$ cat src/rtl/data_mem_ctrl.sv
`default_nettype none
// ============================================================================
// Module      : data_mem_ctrl
// Description : Byte-addressed little-endian data RAM with a valid/ready
//               request port. It supports byte/half/word(/dword) accesses,
//               sign- or zero-extended loads, registered read data and
//               range/size error reporting.
//               Build option DMEM_MISALIGN_EN: when defined, a misaligned
//               access that crosses a row is split into two beats by a small
//               IDLE/SPLIT FSM. When undefined, any misaligned access is
//               reported as an error and req_ready is tied high.
// Ports       : clk, rst_n (async, active-low)
//               cs, req_valid, req_ready    - request handshake
//               we, size, sign_ext, addr, wdata - request payload
//               rsp_valid, rdata, err       - one-cycle response strobe + data
// Revision    : 1.0 - initial release
// ============================================================================
module data_mem_ctrl #(
    parameter int DATA_W = 32,
    parameter int DEPTH  = 256,
    parameter int ADDR_W = 32
) (
    input  logic              clk,
    input  logic              rst_n,
    input  logic              cs,
    input  logic              req_valid,
    output logic              req_ready,
    input  logic              we,
    input  logic [1:0]        size,
    input  logic              sign_ext,
    input  logic [ADDR_W-1:0] addr,
    input  logic [DATA_W-1:0] wdata,
    output logic              rsp_valid,
    output logic [DATA_W-1:0] rdata,
    output logic              err
);
    localparam int LANES = DATA_W / 8;
    localparam int LB    = $clog2(LANES);
    localparam int ROWS  = DEPTH / LANES;
    localparam int ROW_W = (ROWS > 1) ? $clog2(ROWS) : 1;

    typedef enum logic [0:0] {
        IDLE  = 1'b0,
        SPLIT = 1'b1
    } state_t;

    state_t state_q, state_d;

    // Storage is deliberately not reset.
    logic [DATA_W-1:0] mem_q [ROWS];

    // Context of a split access, held for its second beat.
    logic [LB-1:0]     lane0_q;
    logic [ROW_W-1:0]  row1_q;
    logic [3:0]        nbytes_q;
    logic              we_q;
    logic              sext_q;
    logic [DATA_W-1:0] wdata_q;
    logic [DATA_W-1:0] rbuf_q;     // load bytes gathered in the first beat

    logic              rsp_valid_q;
    logic              err_q;
    logic [DATA_W-1:0] rdata_q;

    // ------------------------------------------------------------------
    // Request decode
    // ------------------------------------------------------------------
    logic [3:0]        w_nbytes;
    logic [ADDR_W:0]   w_last;
    logic              w_in_range;
    logic              w_size_ok;
    logic              w_legal;
    logic              w_accept;
    logic              w_go_split;
    logic              w_in_split;
    logic [ROW_W-1:0]  w_row0;

    assign w_nbytes   = 4'd1 << size;
    // Last byte address computed one bit wider so that high addresses never wrap.
    assign w_last     = {1'b0, addr} + (ADDR_W+1)'(w_nbytes) - (ADDR_W+1)'(1);
    assign w_in_range = (w_last < (ADDR_W+1)'(DEPTH));
    assign w_size_ok  = ({30'd0, size} <= 32'(LB));
    assign w_row0     = addr[LB +: ROW_W];
    assign w_in_split = (state_q == SPLIT);

`ifdef DMEM_MISALIGN_EN
    logic [LB+1:0] w_span_end;
    assign w_span_end = (LB+2)'(addr[LB-1:0]) + (LB+2)'(w_nbytes);
    assign w_legal    = w_size_ok & w_in_range;
    assign w_go_split = w_accept & w_legal & (w_span_end > (LB+2)'(LANES));
    assign req_ready  = ~w_in_split;
`else
    // Without split support the FSM never leaves IDLE and collapses away.
    logic [LB-1:0] w_mis;
    assign w_mis      = addr[LB-1:0] & (w_nbytes[LB-1:0] - LB'(1));
    assign w_legal    = w_size_ok & w_in_range & (w_mis == '0);
    assign w_go_split = 1'b0;
    assign req_ready  = 1'b1;
`endif

    assign w_accept = cs & req_valid & req_ready;

    // ------------------------------------------------------------------
    // Current beat context: live request in IDLE, saved request in SPLIT
    // ------------------------------------------------------------------
    logic [LB-1:0]     w_cur_lane0;
    logic [ROW_W-1:0]  w_cur_row;
    logic [3:0]        w_cur_nbytes;
    logic              w_cur_we;
    logic              w_cur_sext;
    logic [DATA_W-1:0] w_cur_wdata;

    always_comb begin
        if (w_in_split) begin
            w_cur_lane0  = lane0_q;
            w_cur_row    = row1_q;
            w_cur_nbytes = nbytes_q;
            w_cur_we     = we_q;
            w_cur_sext   = sext_q;
            w_cur_wdata  = wdata_q;
        end else begin
            w_cur_lane0  = addr[LB-1:0];
            w_cur_row    = w_row0;
            w_cur_nbytes = w_nbytes;
            w_cur_we     = we;
            w_cur_sext   = sign_ext;
            w_cur_wdata  = wdata;
        end
    end

    // ------------------------------------------------------------------
    // Byte k of the access lives in lane (lane0 + k). A carry out of the
    // lane field means the byte belongs to the next row, i.e. the second
    // beat; otherwise it belongs to the first (or only) beat.
    // ------------------------------------------------------------------
    logic [LB:0]       w_lane_full [LANES];
    logic [LANES-1:0]  w_act;
    logic [DATA_W-1:0] w_row_data;
    logic [DATA_W-1:0] w_asm;
    logic [DATA_W-1:0] w_ext;
    logic              w_sign;

    always_comb begin
        w_act      = '0;
        w_row_data = mem_q[w_cur_row];
        w_asm      = rbuf_q;
        w_ext      = '0;
        w_sign     = 1'b0;
        for (int k = 0; k < LANES; k++) begin
            w_lane_full[k] = (LB+1)'(k) + {1'b0, w_cur_lane0};
            w_act[k]       = (k < int'(w_cur_nbytes)) && (w_lane_full[k][LB] == w_in_split);
            if (w_act[k]) begin
                w_asm[8*k +: 8] = w_row_data[8*w_lane_full[k][LB-1:0] +: 8];
            end
        end
        for (int k = 0; k < LANES; k++) begin
            if (k == int'(w_cur_nbytes) - 1) begin
                w_sign = w_asm[8*k+7];
            end
        end
        for (int k = 0; k < LANES; k++) begin
            w_ext[8*k +: 8] = (k < int'(w_cur_nbytes)) ? w_asm[8*k +: 8]
                                                       : {8{w_cur_sext & w_sign}};
        end
    end

    // ------------------------------------------------------------------
    // Storage write: the bytes active in this beat of a legal store
    // ------------------------------------------------------------------
    logic w_mem_we;
    assign w_mem_we = w_cur_we & (w_in_split | (w_accept & w_legal));

    always_ff @(posedge clk) begin
        if (w_mem_we) begin
            for (int k = 0; k < LANES; k++) begin
                if (w_act[k]) begin
                    mem_q[w_cur_row][8*w_lane_full[k][LB-1:0] +: 8] <= w_cur_wdata[8*k +: 8];
                end
            end
        end
    end

    // ------------------------------------------------------------------
    // FSM
    // ------------------------------------------------------------------
    always_ff @(posedge clk or negedge rst_n) begin
        if (!rst_n) begin
            state_q <= IDLE;
        end else begin
            state_q <= state_d;
        end
    end

    always_comb begin
        state_d = state_q;
        unique case (state_q)
            IDLE:    if (w_go_split) state_d = SPLIT;
            SPLIT:   state_d = IDLE;
            default: state_d = IDLE;
        endcase
    end

    // ------------------------------------------------------------------
    // Response and split context registers
    // ------------------------------------------------------------------
    always_ff @(posedge clk or negedge rst_n) begin
        if (!rst_n) begin
            rsp_valid_q <= 1'b0;
            err_q       <= 1'b0;
            rdata_q     <= '0;
            lane0_q     <= '0;
            row1_q      <= '0;
            nbytes_q    <= '0;
            we_q        <= 1'b0;
            sext_q      <= 1'b0;
            wdata_q     <= '0;
            rbuf_q      <= '0;
        end else begin
            rsp_valid_q <= 1'b0;
            if (w_in_split) begin
                rsp_valid_q <= 1'b1;
                err_q       <= 1'b0;
                rdata_q     <= w_cur_we ? '0 : w_ext;
            end else if (w_accept) begin
                if (!w_legal) begin
                    rsp_valid_q <= 1'b1;
                    err_q       <= 1'b1;
                    rdata_q     <= '0;
                end else if (w_go_split) begin
                    lane0_q  <= addr[LB-1:0];
                    row1_q   <= w_row0 + ROW_W'(1);
                    nbytes_q <= w_nbytes;
                    we_q     <= we;
                    sext_q   <= sign_ext;
                    wdata_q  <= wdata;
                    rbuf_q   <= w_asm;
                end else begin
                    rsp_valid_q <= 1'b1;
                    err_q       <= 1'b0;
                    rdata_q     <= we ? '0 : w_ext;
                end
            end
        end
    end

    assign rsp_valid = rsp_valid_q;
    assign rdata     = rdata_q;
    assign err       = err_q;

endmodule
`default_nettype wire

$ cat config.mk
export PLATFORM = sky130hd
export DESIGN_NAME = data_mem_ctrl
export DESIGN_NICKNAME = d
export VERILOG_FILES = /design/src/rtl/data_mem_ctrl.sv
export SDC_FILE = /design/constraint.sdc
export NUM_CORES = 2
export LEC_CHECK = 0
export ABC_AREA = 1
export ABC_CLOCK_PERIOD_IN_PS = 1800
export CORE_AREA = 2 2 351 613
export DETAILED_ROUTE_END_ITERATION = 8
export DIE_AREA = 0 0 353 615
export PLACE_DENSITY = 0.57
export SYNTH_ARGS = -nofsm -noshare
export SYNTH_HDL_FRONTEND = slang
export SYNTH_SLANG_ARGS = --single-unit
$ cat constraint.sdc
create_clock -name clk -period 1.8 [get_ports clk]
set_input_delay 0.36 -clock clk [delete_from_list [all_inputs] [get_ports clk]]
set_output_delay 0.36 -clock clk [all_outputs]
set_load 0.005 [all_outputs]
* Word-level counts from Yosys, hierarchy flattened *
Memories as Yosys holds them, arrays and structs flattened.
Cells that the tools add are included.

storage, ports and cells
  bits in writable memories = 2048
  output and inout port bits = 35
  register bits = 34
  memories = 1

memories
  name   words  width  read ports  clocked after Yosys merged registers in  wr ports  RTL line  source
  mem_q  64     32     1           0                                        1         50        logic [DATA_W-1:0] mem_q [ROWS];

operators by class
  magnitude comparators = 6
  add/sub/neg operators = 11
  equal/unequal tests = 3
  multiplexer cells = 126
  reductions and logical operators = 5
  bitwise logic cells = 106
  shift-type cells = 13

operators by type and width
  kind                                                         count
  2-to-1 mux 32 bit                                            7
  negator 5 -> 34 bit                                          4
  variable shift 8 x 34 -> 32 bit, first input constant        4
  indexed part select 8 x 34 -> 32 bit                         4
  indexed part select 32 x 6 -> 8 bit                          4
  2-to-1 mux 1 bit                                             111
  bitwise OR 1 bit                                             96
  2-to-1 mux 8 bit                                             8
  adder 32 x 4 -> 33 bit                                       1
  less-than comparator 33 x 9 -> 1 bit, second input constant  1
  subtractor 33 x 1 -> 33 bit, second input constant           1
  logical NOT 32 bit                                           1
  equality test 3 x 5 -> 1 bit, first input constant           2
  less-than comparator 1 x 4 -> 1 bit, first input constant    2
  less-than comparator 2 x 4 -> 1 bit, first input constant    2
  adder 2 x 2 -> 3 bit, first input constant                   2
  AND 1 bit                                                    6
  equality test 2 x 5 -> 1 bit, first input constant           1
  subtractor 4 x 1 -> 5 bit, second input constant             1
  << shifter 1 x 2 -> 4 bit, first input constant              1
  adder 1 x 2 -> 3 bit, first input constant                   1
  logical AND 1 bit                                            3
  inverter 1 bit                                               3
  AND 2 bit                                                    1
  other kinds (3)                                              3

* Longest topological paths before layout *
  depth in word-level cells = 13
  gate-level depth with buffers = 29

* Least setup slack after synthesis *
Ideal clock, no wire load.

  path kind = input to register
  start point = in addr[5]
  end point = mem mem_q[0][10] (data pin)
  cell stages on the path = 23
  slack = -4.795 ns
  arrival time = 5.893 ns
  required time = 1.098 ns
  library setup time = 0.702 ns
  path buffers = 4
  path through = clkbuf_1 > clkinv_1 > clkbuf_1 > clkbuf_1 > clkbuf_1 > ha_1 > nand2_1 > inv_1 > nand2_1 > nand2_1 > a21oi_1 > nand2_2 > nand2_1 > nand2_1 > nand2_1 > nand2_1 > nor2_1 > nand3_1 > nor2_1 > nand3_2 > nor2_4 > nand2_1 > o21ai_0

between the ends
  word-level cells in the longest chain between the ends = 12

RTL lines
  what                                             RTL line  source
  start: declaration                               31        input logic [ADDR_W-1:0] addr,
  adder 32 x 4 -> 33 bit *                         80        assign w_last = {1'b0, addr} + (ADDR_W+1)'(w_nbytes) - (ADDR_W+1)'(1);
  subtractor 33 x 1 -> 33 bit *                    80
  less-than comparator 33 x 9 -> 1 bit *           81        assign w_in_range = (w_last < (ADDR_W+1)'(DEPTH));
  AND 1 bit * (2 in series)                        96        assign w_legal = w_size_ok & w_in_range & (w_mis == '0);
  AND 1 bit * (2 in series)                        171       assign w_mem_we = w_cur_we & (w_in_split | (w_accept & w_legal));
  2-to-1 mux 1 bit                                 174       if (w_mem_we) begin
  2-to-1 mux 32 bit (implied by the code)          177       mem_q[w_cur_row][8*w_lane_full[k][LB-1:0] +: 8] <= w_cur_wdata[8*k +: 8];
  2-to-1 mux 1 bit (no source line) (2 in series)  -
  2-to-1 mux 1 bit (no source line) *              -
  end: declaration                                 50

Mark *: on every way between the ends. The rest lies on a longest branch, timed or not.

* Final worst setup path *
  start point = in addr[17]
  end point = mem mem_q[9][21] (enable)

between the ends
  word-level cells in the longest chain between the ends = 12

RTL lines
  what                                             RTL line
  adder 32 x 4 -> 33 bit *                         80
  subtractor 33 x 1 -> 33 bit *                    80
  less-than comparator 33 x 9 -> 1 bit *           81
  AND 1 bit * (2 in series)                        96
  AND 1 bit * (2 in series)                        171
  2-to-1 mux 1 bit                                 174
  2-to-1 mux 32 bit (implied by the code)          177
  bitwise OR 1 bit (no source line) (2 in series)  -
  bitwise OR 1 bit (no source line) *              -

Marked as above.

==> results.json <==
{
  "grt_pass1_wl_mm": 435,
  "synth.most_common_cell": "edfxtp_1",
  "synth_seq_cells": 2082,
  "antenna_left": 0,
  "fillers": 18023,
  "clock_latency_ns": 0.84,
  "drt_wl_total_mm": 318,
  "arrival_ns": 3.94,
  "skew_ns": 0.0494,
  "gp_congestion": 0.986,
  "cts.clk_slew.worst_paths_ns": 0.07,
  "async_flop_share": 0.0163,
  "slew_violations": 0,
  "htreeDepth": 4,
  "vias_per_cell": 5.54,
  "ioPinCount": 107,
  "multiInputGateArea_um2": 21200,
  "yosysWarnings": 0,
  "violations": "negative setup slack",
  "synth-seq-area-share": 0.738,
  "hold_class": "input port to flop",
  "vdd_drop_max_v": 0.000700,
  "pre_cts_slack_ns": -3.26,
  "syn_inst": 6582,
  "start_util": 0.398,
  "startpoint_type": "input port",
  "period_needed_ns": 3.41,
  "relSlewSlack": 0.405,
  "p_leak_nw": 37.4,
  "netlist_area_um2": 84500,
  "syn_to_final_growth_pct": 31.9,
  "status": "finished with violations",
  "die_y_um": 615,
  "worstMarginPinSlew_ns": 0.893,
  "overflow": 0,
  "hold_viol": 0,
  "grtUsageTotal": 0.281,
  "fmax_mhz": 293,
  "crit_required_ns": 2.33,
  "powerDensity_nw_per_um2": 914,
  "setup_viol": 4163,
  "synth.largest_area_cell": "edfxtp_1",
  "yosys.area.top_type_share": 0.728,
  "synth_ff_type": "edfxtp_1",
  "cp-end-kind": "flop",
  "synth_edf_count": 2048,
  "drt_drc_violations_left": 0,
  "rsz0062_at_grt": "true",
  "cts-root-buf": "clkbuf_16",
  "synth_commonest_cells": "edfxtp_1 (2048), nand2_1 (1531), nand3_1 (537)",
  "core_area_um2": 212000,
  "drive_gt1_frac": 0.267,
  "antenna_found_initial": 10,
  "yosys-top-cells-area": "edfxtp_1 (73%), nand2_1 (6.8%), nand3_1 (3.2%)",
  "syn_nets": 6698,
  "grt_max_degree": 86,
  "die_x_um": 353,
  "final-seq-area_um2": 62300,
  "fin_ws_ns": -1.61,
  "drt_iter0_markers": 6109,
  "port_buffers": 105,
  "dieArea_um2": 217000,
  "drt-pass1-iter-count": 7,
  "syn_area_per_cell_um2": 12.8,
  "cts_tree": "done",
  "ys_types": 54,
  "cts.sinks": 2082,
  "finish.utilization": 0.524,
  "first_global_vias": 59243,
  "vias": 60093,
  "nets": 7988,
  "cts_buffer_depth": 4,
  "fin_area_um2": 111000,
  "numCtsBuffers": 181,
  "wl_per_cell_um": 29.3,
  "postPlaceCellArea_um2": 101000,
  "worstPathMaxFanout": 8,
  "maxCapViolCount": 0,
  "rows": 224,
  "path_class": "input port to flop",
  "place_hpwl_mm": 224,
  "period_share": 1.89
}
-- cell type report --
cell class              instances  share of cell area
inverters                     430              0.0154
repair buffers               1438               0.151
clock inverters               112             0.00886
diodes                         11            0.000247
well taps                    2825              0.0317
multi-input cells            3739               0.190
flip-flops and latches       2082               0.560
clock buffers                 212              0.0425
-- per-layer routing --
layer  track usage  part of all wire  up-vias
li1              -                 -    26525
met1         0.312              0.34    30299
met2         0.492              0.51     2501
met3        0.0316             0.058      768
met4         0.214             0.094        0
met5             0                 0        -
-- placed cells by master, fill, tap and decap left out, drive strengths merged, types with 22 or more instances in the layout --
cell           netlist  routed
dfrtp               34      34
buf                217    1311
edfxtp            2048    2048
clkbuf             117     246
nand3              543     543
nand2             1552    1554
nand4              232     232
a221oi             172     172
clkdlybuf4s50        0      71
o21ai               77      78
nor2               500     500
inv                422     434
clkinv               8      82
a22o               137     137
a21oi              258     258
a211oi              36      36
ha                  44      44
nor3                22      22
a22oi              111     111
-- worst max-delay path, stage by stage --
cell and delay (ns):
dlygate4sd2_1 0.29, inv_1 0.10, ha_4 0.30, nand2_2 0.08, nor2_2 0.18, inv_2 0.09, buf_4 0.14, nor2_4 0.13
nand3_1 0.11, nand3_2 0.12, xor2_2 0.24, inv_2 0.09, nor2_4 0.13, nand3_4 0.13, nor2_8 0.22, nand2_4 0.11
nor2_4 0.13, nand2_2 0.08, nand2_2 0.11, nor2_4 0.04, buf_12 0.14, buf_4 0.16, clkbuf_16 0.17, nor2_4 0.11
buf_12 0.13
-- sequential cells by signal, summed over array words and instances (netlist names) --
| name | count |
|---|---|
| rsp_valid | 1 |
| mem_q | 2048 |
| rdata | 32 |
| err | 1 |
-- where the power goes --
group,switching [mW],internal [mW]
clock network,17.6,21.2
logic,6.25,3.83
registers,0.000275,53.0
-- path summary, 6_finish.rpt --
check	startpoint	to	slack, ns	depth (start not counted)
worst max-delay path	addr[17]	mem_q[9][21]$_DFFE_PP_	-1.61	25
worst max register to register	mem_q[37][7]$_DFFE_PP_	rdata[8]$_DFFE_PN0P_	-0.87	15
max in group asynchronous	rst_n	rdata[8]$_DFFE_PN0P_	0.96	3
worst min-delay path	size[1]	rdata[24]$_DFFE_PN0P_	0.26	6
min in group asynchronous	rst_n	rdata[25]$_DFFE_PN0P_	0.53	3
worst min register to register	rdata[17]$_DFFE_PN0P_	rdata[17]$_DFFE_PN0P_	0.48	2
-- metrics by stage --
stage                     power [mW]  cells  setup TNS [ns]  hold slack (ns)
after detailed placement        62.9  10377               -            0.467
after global routing             104  10843        -6677.70            0.276
after global placement          62.8  10377               -            0.468
after CTS                        102  10756        -5538.59            0.203
final                            102  10849        -6082.71            0.257
after floorplan                 58.0   6582        -8055.57           0.0644
-- cells by family after synthesis --
kind of cell / share of synthesized area
other: 0.0000444
buffers and inverters: 0.0378
AO/OA/AOI/OAI: 0.0678
adder cells (fa/ha/maj): 0.00652
flip-flops: 0.738
XOR/XNOR: 0.000104
AND/OR/NAND/NOR: 0.149
-- timing repair --
item | 4_1_cts | 5_1_grt
gates resized for setup | 407 | 208
hold endpoints to repair | 34 | 0
pin swaps | 123 | 81
cloned | 9 | 49
setup buffers | 46 | 42
setup endpoints to repair | 4163 | 4163
hold buffers | 1 | 0
No activity file was read; power rests on OpenSTA's default activity.
